File: src/rtl/pc_sequencer.sv
// Instruction-address sequencer: registered PC with stall, absolute jump, signed relative
// branch and call/return through a small return-address stack (RAS). All state updates
// happen on the falling clock edge to line up with the rest of the datapath.
module pc_sequencer #(
  parameter int unsigned          PC_WIDTH     = 8,
  parameter int unsigned          OFFSET_WIDTH = 8,
  parameter int unsigned          STACK_DEPTH  = 4,
  parameter logic [PC_WIDTH-1:0]  RESET_VECTOR = '0
) (
  input  logic                    CLOCK,
  input  logic                    RESET,
  input  logic                    STALL,
  input  logic                    JUMP,
  input  logic [PC_WIDTH-1:0]     JUMP_ADDR,
  input  logic                    BRANCH,
  input  logic [OFFSET_WIDTH-1:0] BRANCH_OFFSET,
  input  logic                    CALL,
  input  logic                    RET,
  output logic [PC_WIDTH-1:0]     PC,
  output logic                    STACK_EMPTY,
  output logic                    STACK_FULL,
  output logic                    STACK_ERR
);

  // Count must be able to represent 0..STACK_DEPTH inclusive.
  localparam int unsigned     CntW   = $clog2(STACK_DEPTH + 1);
  localparam logic [CntW-1:0] CntMax = CntW'(STACK_DEPTH);

  // Elaboration-time guard on parameter ranges.
  if (OFFSET_WIDTH < 1 || OFFSET_WIDTH > PC_WIDTH || STACK_DEPTH < 1) begin : gen_bad_params
    $error("pc_sequencer: need 1 <= OFFSET_WIDTH <= PC_WIDTH and STACK_DEPTH >= 1");
  end

  // Winning request for this edge, after priority resolution.
  typedef enum logic [2:0] {
    OpHold,
    OpRet,
    OpCall,
    OpJump,
    OpBranch,
    OpInc
  } op_e;

  op_e                           op;
  logic [PC_WIDTH-1:0]           pc_q, pc_d;
  logic [PC_WIDTH-1:0]           pc_inc;
  logic [PC_WIDTH-1:0]           pc_br;
  logic [PC_WIDTH-1:0]           ras_top;
  logic [PC_WIDTH-1:0]           ras_q [STACK_DEPTH];
  logic [CntW-1:0]               cnt_q, cnt_d;
  logic                          err_q, err_d;
  logic                          push;
  logic                          ras_empty, ras_full;
  logic signed [OFFSET_WIDTH-1:0] off_s;
  logic signed [PC_WIDTH-1:0]    off_ext;

  // Wrapping arithmetic falls out of the fixed PC_WIDTH result.
  assign pc_inc  = pc_q + PC_WIDTH'(1);
  assign off_s   = BRANCH_OFFSET;
  assign off_ext = PC_WIDTH'(off_s);
  assign pc_br   = pc_q + $unsigned(off_ext);

  assign ras_empty = (cnt_q == '0);
  assign ras_full  = (cnt_q == CntMax);

  // Top-of-stack read: entry [count-1]; value is unused when the stack is empty.
  always_comb begin
    ras_top = '0;
    for (int i = 0; i < int'(STACK_DEPTH); i++) begin
      if (cnt_q == CntW'(i + 1)) begin
        ras_top = ras_q[i];
      end
    end
  end

  // Resolve simultaneous requests: STALL > RET > CALL > JUMP > BRANCH > increment.
  always_comb begin
    op = OpInc;
    if (STALL) begin
      op = OpHold;
    end else if (RET) begin
      op = OpRet;
    end else if (CALL) begin
      op = OpCall;
    end else if (JUMP) begin
      op = OpJump;
    end else if (BRANCH) begin
      op = OpBranch;
    end
  end

  // Next PC, stack count and sticky error for the selected operation.
  always_comb begin
    pc_d  = pc_q;
    cnt_d = cnt_q;
    err_d = err_q;
    push  = 1'b0;
    unique case (op)
      OpHold: begin
        pc_d = pc_q;
      end
      OpRet: begin
        if (!ras_empty) begin
          pc_d  = ras_top;
          cnt_d = cnt_q - CntW'(1);
        end else begin
          // Underflow: fall through to the next instruction and flag it.
          pc_d  = pc_inc;
          err_d = 1'b1;
        end
      end
      OpCall: begin
        if (!ras_full) begin
          push  = 1'b1;
          pc_d  = JUMP_ADDR;
          cnt_d = cnt_q + CntW'(1);
        end else begin
          // Overflow: neither push nor jump.
          pc_d  = pc_inc;
          err_d = 1'b1;
        end
      end
      OpJump: begin
        pc_d = JUMP_ADDR;
      end
      OpBranch: begin
        pc_d = pc_br;
      end
      default: begin
        pc_d = pc_inc;
      end
    endcase
  end

  // PC, stack count and error flag; reset overrides everything.
  always_ff @(negedge CLOCK or posedge RESET) begin
    if (RESET) begin
      pc_q  <= RESET_VECTOR;
      cnt_q <= '0;
      err_q <= 1'b0;
    end else begin
      pc_q  <= pc_d;
      cnt_q <= cnt_d;
      err_q <= err_d;
    end
  end

  // Stack storage needs no reset: entries above the count are never read.
  always_ff @(negedge CLOCK) begin
    if (push) begin
      for (int i = 0; i < int'(STACK_DEPTH); i++) begin
        if (cnt_q == CntW'(i)) begin
          ras_q[i] <= pc_inc;
        end
      end
    end
  end

  assign PC          = pc_q;
  assign STACK_EMPTY = ras_empty;
  assign STACK_FULL  = ras_full;
  assign STACK_ERR   = err_q;

endmodule

File: config.mk
export PLATFORM = sky130hd
export DESIGN_NAME = pc_sequencer
export DESIGN_NICKNAME = d
export VERILOG_FILES = /design/src/rtl/pc_sequencer.sv
export SDC_FILE = /design/constraint.sdc
export NUM_CORES = 1
export LEC_CHECK = 0
export CAP_MARGIN = 30
export CORE_AREA = 8 8 77 79
export CTS_CLUSTER_SIZE = 10
export DETAILED_ROUTE_END_ITERATION = 10
export DIE_AREA = 0 0 85 87
export PLACE_DENSITY = 0.84
export SETUP_SLACK_MARGIN = 0.4
export SLEW_MARGIN = 25
export SYNTH_ARGS = -nofsm -noshare
export SYNTH_HDL_FRONTEND = slang
export SYNTH_SLANG_ARGS = --single-unit
export TNS_END_PERCENT = 50
File: constraint.sdc
create_clock -name CLOCK -period 2.6 [get_ports CLOCK]
set_clock_uncertainty 0.15 [all_clocks]
set_input_delay 0.52 -clock CLOCK [delete_from_list [all_inputs] [get_ports CLOCK]]
set_output_delay 0.52 -clock CLOCK [all_outputs]
set_load 0.005 [all_outputs]
Word level (Yosys, flattened, before mapping)
Memories as Yosys holds them, arrays and structs flattened.
Cells that the tools add are included.

cells by class
  add/sub/neg operators = 4
  eq/ne operators = 12
  mux-type cells = 41
  reduce and logical (&&, ||, !) cells = 8

operator list
  kind                   count
  $mux W8                9
  $pmux W8 S5            1
  $reduce_or A8 Y1       3
  $mux W1                20
  $mux W3                6
  $eq A3 B2 Y1 const B   4
  $add A8 B1 Y8 const B  1
  $add A8 B8 Y8          1
  $ne A2 B2 Y1 const B   4
  $eq A3 B1 Y1 const B   2
  $eq A3 B3 Y1 const B   2
  $logic_not A3 Y1       2
  $mux W2                3
  $pmux W3 S2            1
  $reduce_and A3 Y1      2
  $add A3 B1 Y3 const B  1
  $sub A3 B1 Y3 const B  1
  $pmux W1 S2            1
  $reduce_bool A2 Y1     1

storage, ports and cells
  register bits = 12
  RAM bits = 32
  output and inout bits = 11
  word-level logic and storage cells = 69
  memories = 1

memories
  name   depth  bits a word  rd ports  clocked after memory_dff  write ports  line  text
  ras_q  4      8            4         0                         1            49    logic [PC_WIDTH-1:0] ras_q [STACK_DEPTH];

Logic depth before layout (Yosys ltp)
  word-level depth = 13
  depth in mapped cells = 9

==> flow_summary.json <==
{
  "cp.arrival_ns": 2.60,
  "num_vias": 2507,
  "syn_nets": 272,
  "cts-root-buf": "clkbuf_8",
  "setup_viol": 54,
  "ioPinCount": 34,
  "timing.hold.ws_ns": 0.257,
  "pwr_density_cell_nw_per_um2": 1050,
  "global_route.overflow_total": 0,
  "synth-edff-count": 32,
  "timing.rr.start": "cnt_q[2]",
  "yosys.area.top_type_share_pct": 38.1,
  "port_buffers": 33,
  "first_pass_iters": 6,
  "worstHoldStart": "STACK_ERR",
  "antenna_found_initial": 0,
  "synth-main-ff-cell": "edfxtp_1",
  "holdCritPathClass": "flop to flop",
  "synth.avg_cell_area_um2": 10.8,
  "path_max_fanout": 2,
  "cts_buffer_depth": 2,
  "rsz0062_at_grt": "yes",
  "area_growth_pct": 54.7,
  "synth_largest_area_cell": "edfxtp_1",
  "grtUsageTotal_pct": 21.7,
  "drt-wirelength-per-cell_um": 20.3,
  "tightest_slew_ns": 0.625,
  "coreArea_um2": 4850,
  "reg2reg_depth": 8,
  "synthTopCellsByCount": "edfxtp_1, nand2_1, a21oi_1",
  "p_leak_nw": 1.73,
  "seq_area_frac_synth_pct": 50.0,
  "die_height_um": 87,
  "drt_wl_total_um": 8480,
  "grt_pass1_vias": 2655,
  "viasPerCell": 6.00,
  "yosys_warnings": 0,
  "grt_max_degree": 17,
  "clk_pin_slew_worst_paths_ns": 0.07,
  "nets": 399,
  "yosysMostFrequentCell": "edfxtp_1",
  "gp_congestion": 0.879,
  "initial_utilization_pct": 52.1,
  "critPathKind": "flop to output pin",
  "num_rows": 26,
  "dpl-instance-area_um2": 3390,
  "clock_latency_ns": 0.38,
  "setup_ws_ns": -0.671,
  "dpl.hpwl_um": 5400,
  "netlist_area_um2": 2520,
  "post-route-util_pct": 80.6,
  "netlist_top_cells_area": "edfxtp_1, dfrtn_1, ha_1",
  "syn_inst": 234,
  "final_area_um2": 3910,
  "postRouteAntennaNets": 0,
  "cp-start-kind": "flop",
  "cts.sinks": 44,
  "grt_pass1_wl_um": 12700,
  "holdPathStages": 1,
  "place_ws_ns": -1.37,
  "synth_cell_types": 46,
  "drive_gt1_share_pct": 39.8,
  "ys_ff_latch": 44,
  "rrSetupSlack_ns": 0.02,
  "h-tree-depth": 2,
  "outcome": "complete, but fails checks",
  "drc": 0,
  "holdPathEnd": "STACK_ERR",
  "drv_slew": 0,
  "final_cells": 418,
  "cp.required_ns": 1.93,
  "drt-initial-drc-count": 281,
  "violations": "negative setup slack",
  "drv_cap": 0,
  "die_w_um": 85,
  "die_area_um2": 7400,
  "reg2reg_to": "PC[5]",
  "p_total_mw": 4.09,
  "n_antenna_cell": 0,
  "fin_tns_setup_ns": -10.27,
  "cts_tree": "yes",
  "synthArstFlopShare_pct": 27.3,
  "endpoint_kind": "output pin",
  "ir_drop_uv": 696,
  "relSlewSlack_pct": 58.2,
  "place_inst": 362,
  "cts_buffers": 5,
  "hold_viol_final": 0
}
-- report_power, final --
group	leakage (nW)	switching, mW	internal (mW)
combinational	1.07	1.25	1.17
clock	0.221	0.399	0.266
sequential	0.435	0.0573	0.948
total	1.73	1.70	2.38
-- timing repair --
| action | CTS | global route |
|---|---|---|
| resized for setup | 141 | 11 |
| hold endpoints to repair | 0 | 0 |
| pin swaps | 32 | 13 |
| hold buffers | 0 | 0 |
| buffers inserted | 12 | 5 |
| setup endpoints to repair | 55 | 55 |
-- sequential cells by signal, indices dropped and copies added (netlist names) --
register,cells
cnt_q,3
ras_q,32
PC,8
STACK_ERR,1
-- worst max-delay path by stage --
stage	slack, ns	to	startpoint	depth (start not counted)
2_1_floorplan	-0.74	PC[4]	BRANCH_OFFSET[0]	7
3_3_place_gp	-1.31	PC[6]	BRANCH_OFFSET[0]	9
3_5_place_dp	-1.37	PC[6]	BRANCH_OFFSET[0]	9
4_1_cts	-0.66	STACK_FULL	cnt_q[0]	6
5_1_grt	-0.70	STACK_FULL	cnt_q[0]	6
6_report	-0.67	STACK_FULL	cnt_q[0]	6
-- worst max-delay path, cell delays in order, from the launching register on --
cell,delay (ns)
dfrtn_1,0.44
inv_2,0.07
ha_4,0.16
buf_6,0.12
nand2_4,0.07
inv_4,0.04
buf_6,0.10
-- routing by layer --
layer | wire [um] | share of wire [%] | vias to the layer above | GRT usage (%)
li1 | - | - | 1141 | -
met1 | 3230 | 38 | 1228 | 24.1
met2 | 4510 | 53 | 116 | 39.8
met3 | 553 | 6.5 | 22 | 5.28
met4 | 182 | 2.1 | 0 | 6.96
met5 | 0 | 0 | - | 0
-- kinds of logic after synthesis --
| family | count (synthesis) | synth area share, % |
|---|---|---|
| compound gates | 74 | 20.8 |
| simple gates | 64 | 12.4 |
| flops | 44 | 50.0 |
| buf+inv | 22 | 3.82 |
| fa+ha+maj | 15 | 7.73 |
| xor+xnor | 13 | 4.51 |
| mux | 2 | 0.793 |
-- area by class of cell --
type,instances,area [um2]
timing repair buffer,100,862
fill,271,942
inverter,10,42.5
clock inverter,35,149
multi-input combinational,168,1450
tap,56,70.1
sequential,44,1260
clock buffer,5,68.8
-- cell usage in the layout (no fill, tap or decap), drive strengths merged, types with 2 or more instances in the layout --
master | Yosys | routed
o22ai | 4 | 4
nor3 | 2 | 2
nand2b | 4 | 4
a22o | 5 | 5
a22oi | 2 | 2
a221oi | 6 | 6
xor2 | 2 | 2
nor2 | 16 | 16
o21ai | 12 | 12
inv | 11 | 44
nand2 | 19 | 19
a21o | 4 | 4
mux2i | 2 | 2
clkbuf | 7 | 5
and3 | 4 | 4
clkdlybuf4s50 | 0 | 11
dfrtn | 12 | 12
a221o | 4 | 4
edfxtp | 32 | 32
buf | 4 | 88
ha | 14 | 14
and2 | 2 | 2
a222oi | 3 | 3
nor2b | 7 | 7
o211ai | 5 | 5
xnor2 | 11 | 11
a21oi | 17 | 17
or3 | 2 | 2
a31oi | 3 | 3
nand3 | 6 | 6
Note: power is estimated with default switching activity, not from simulation.
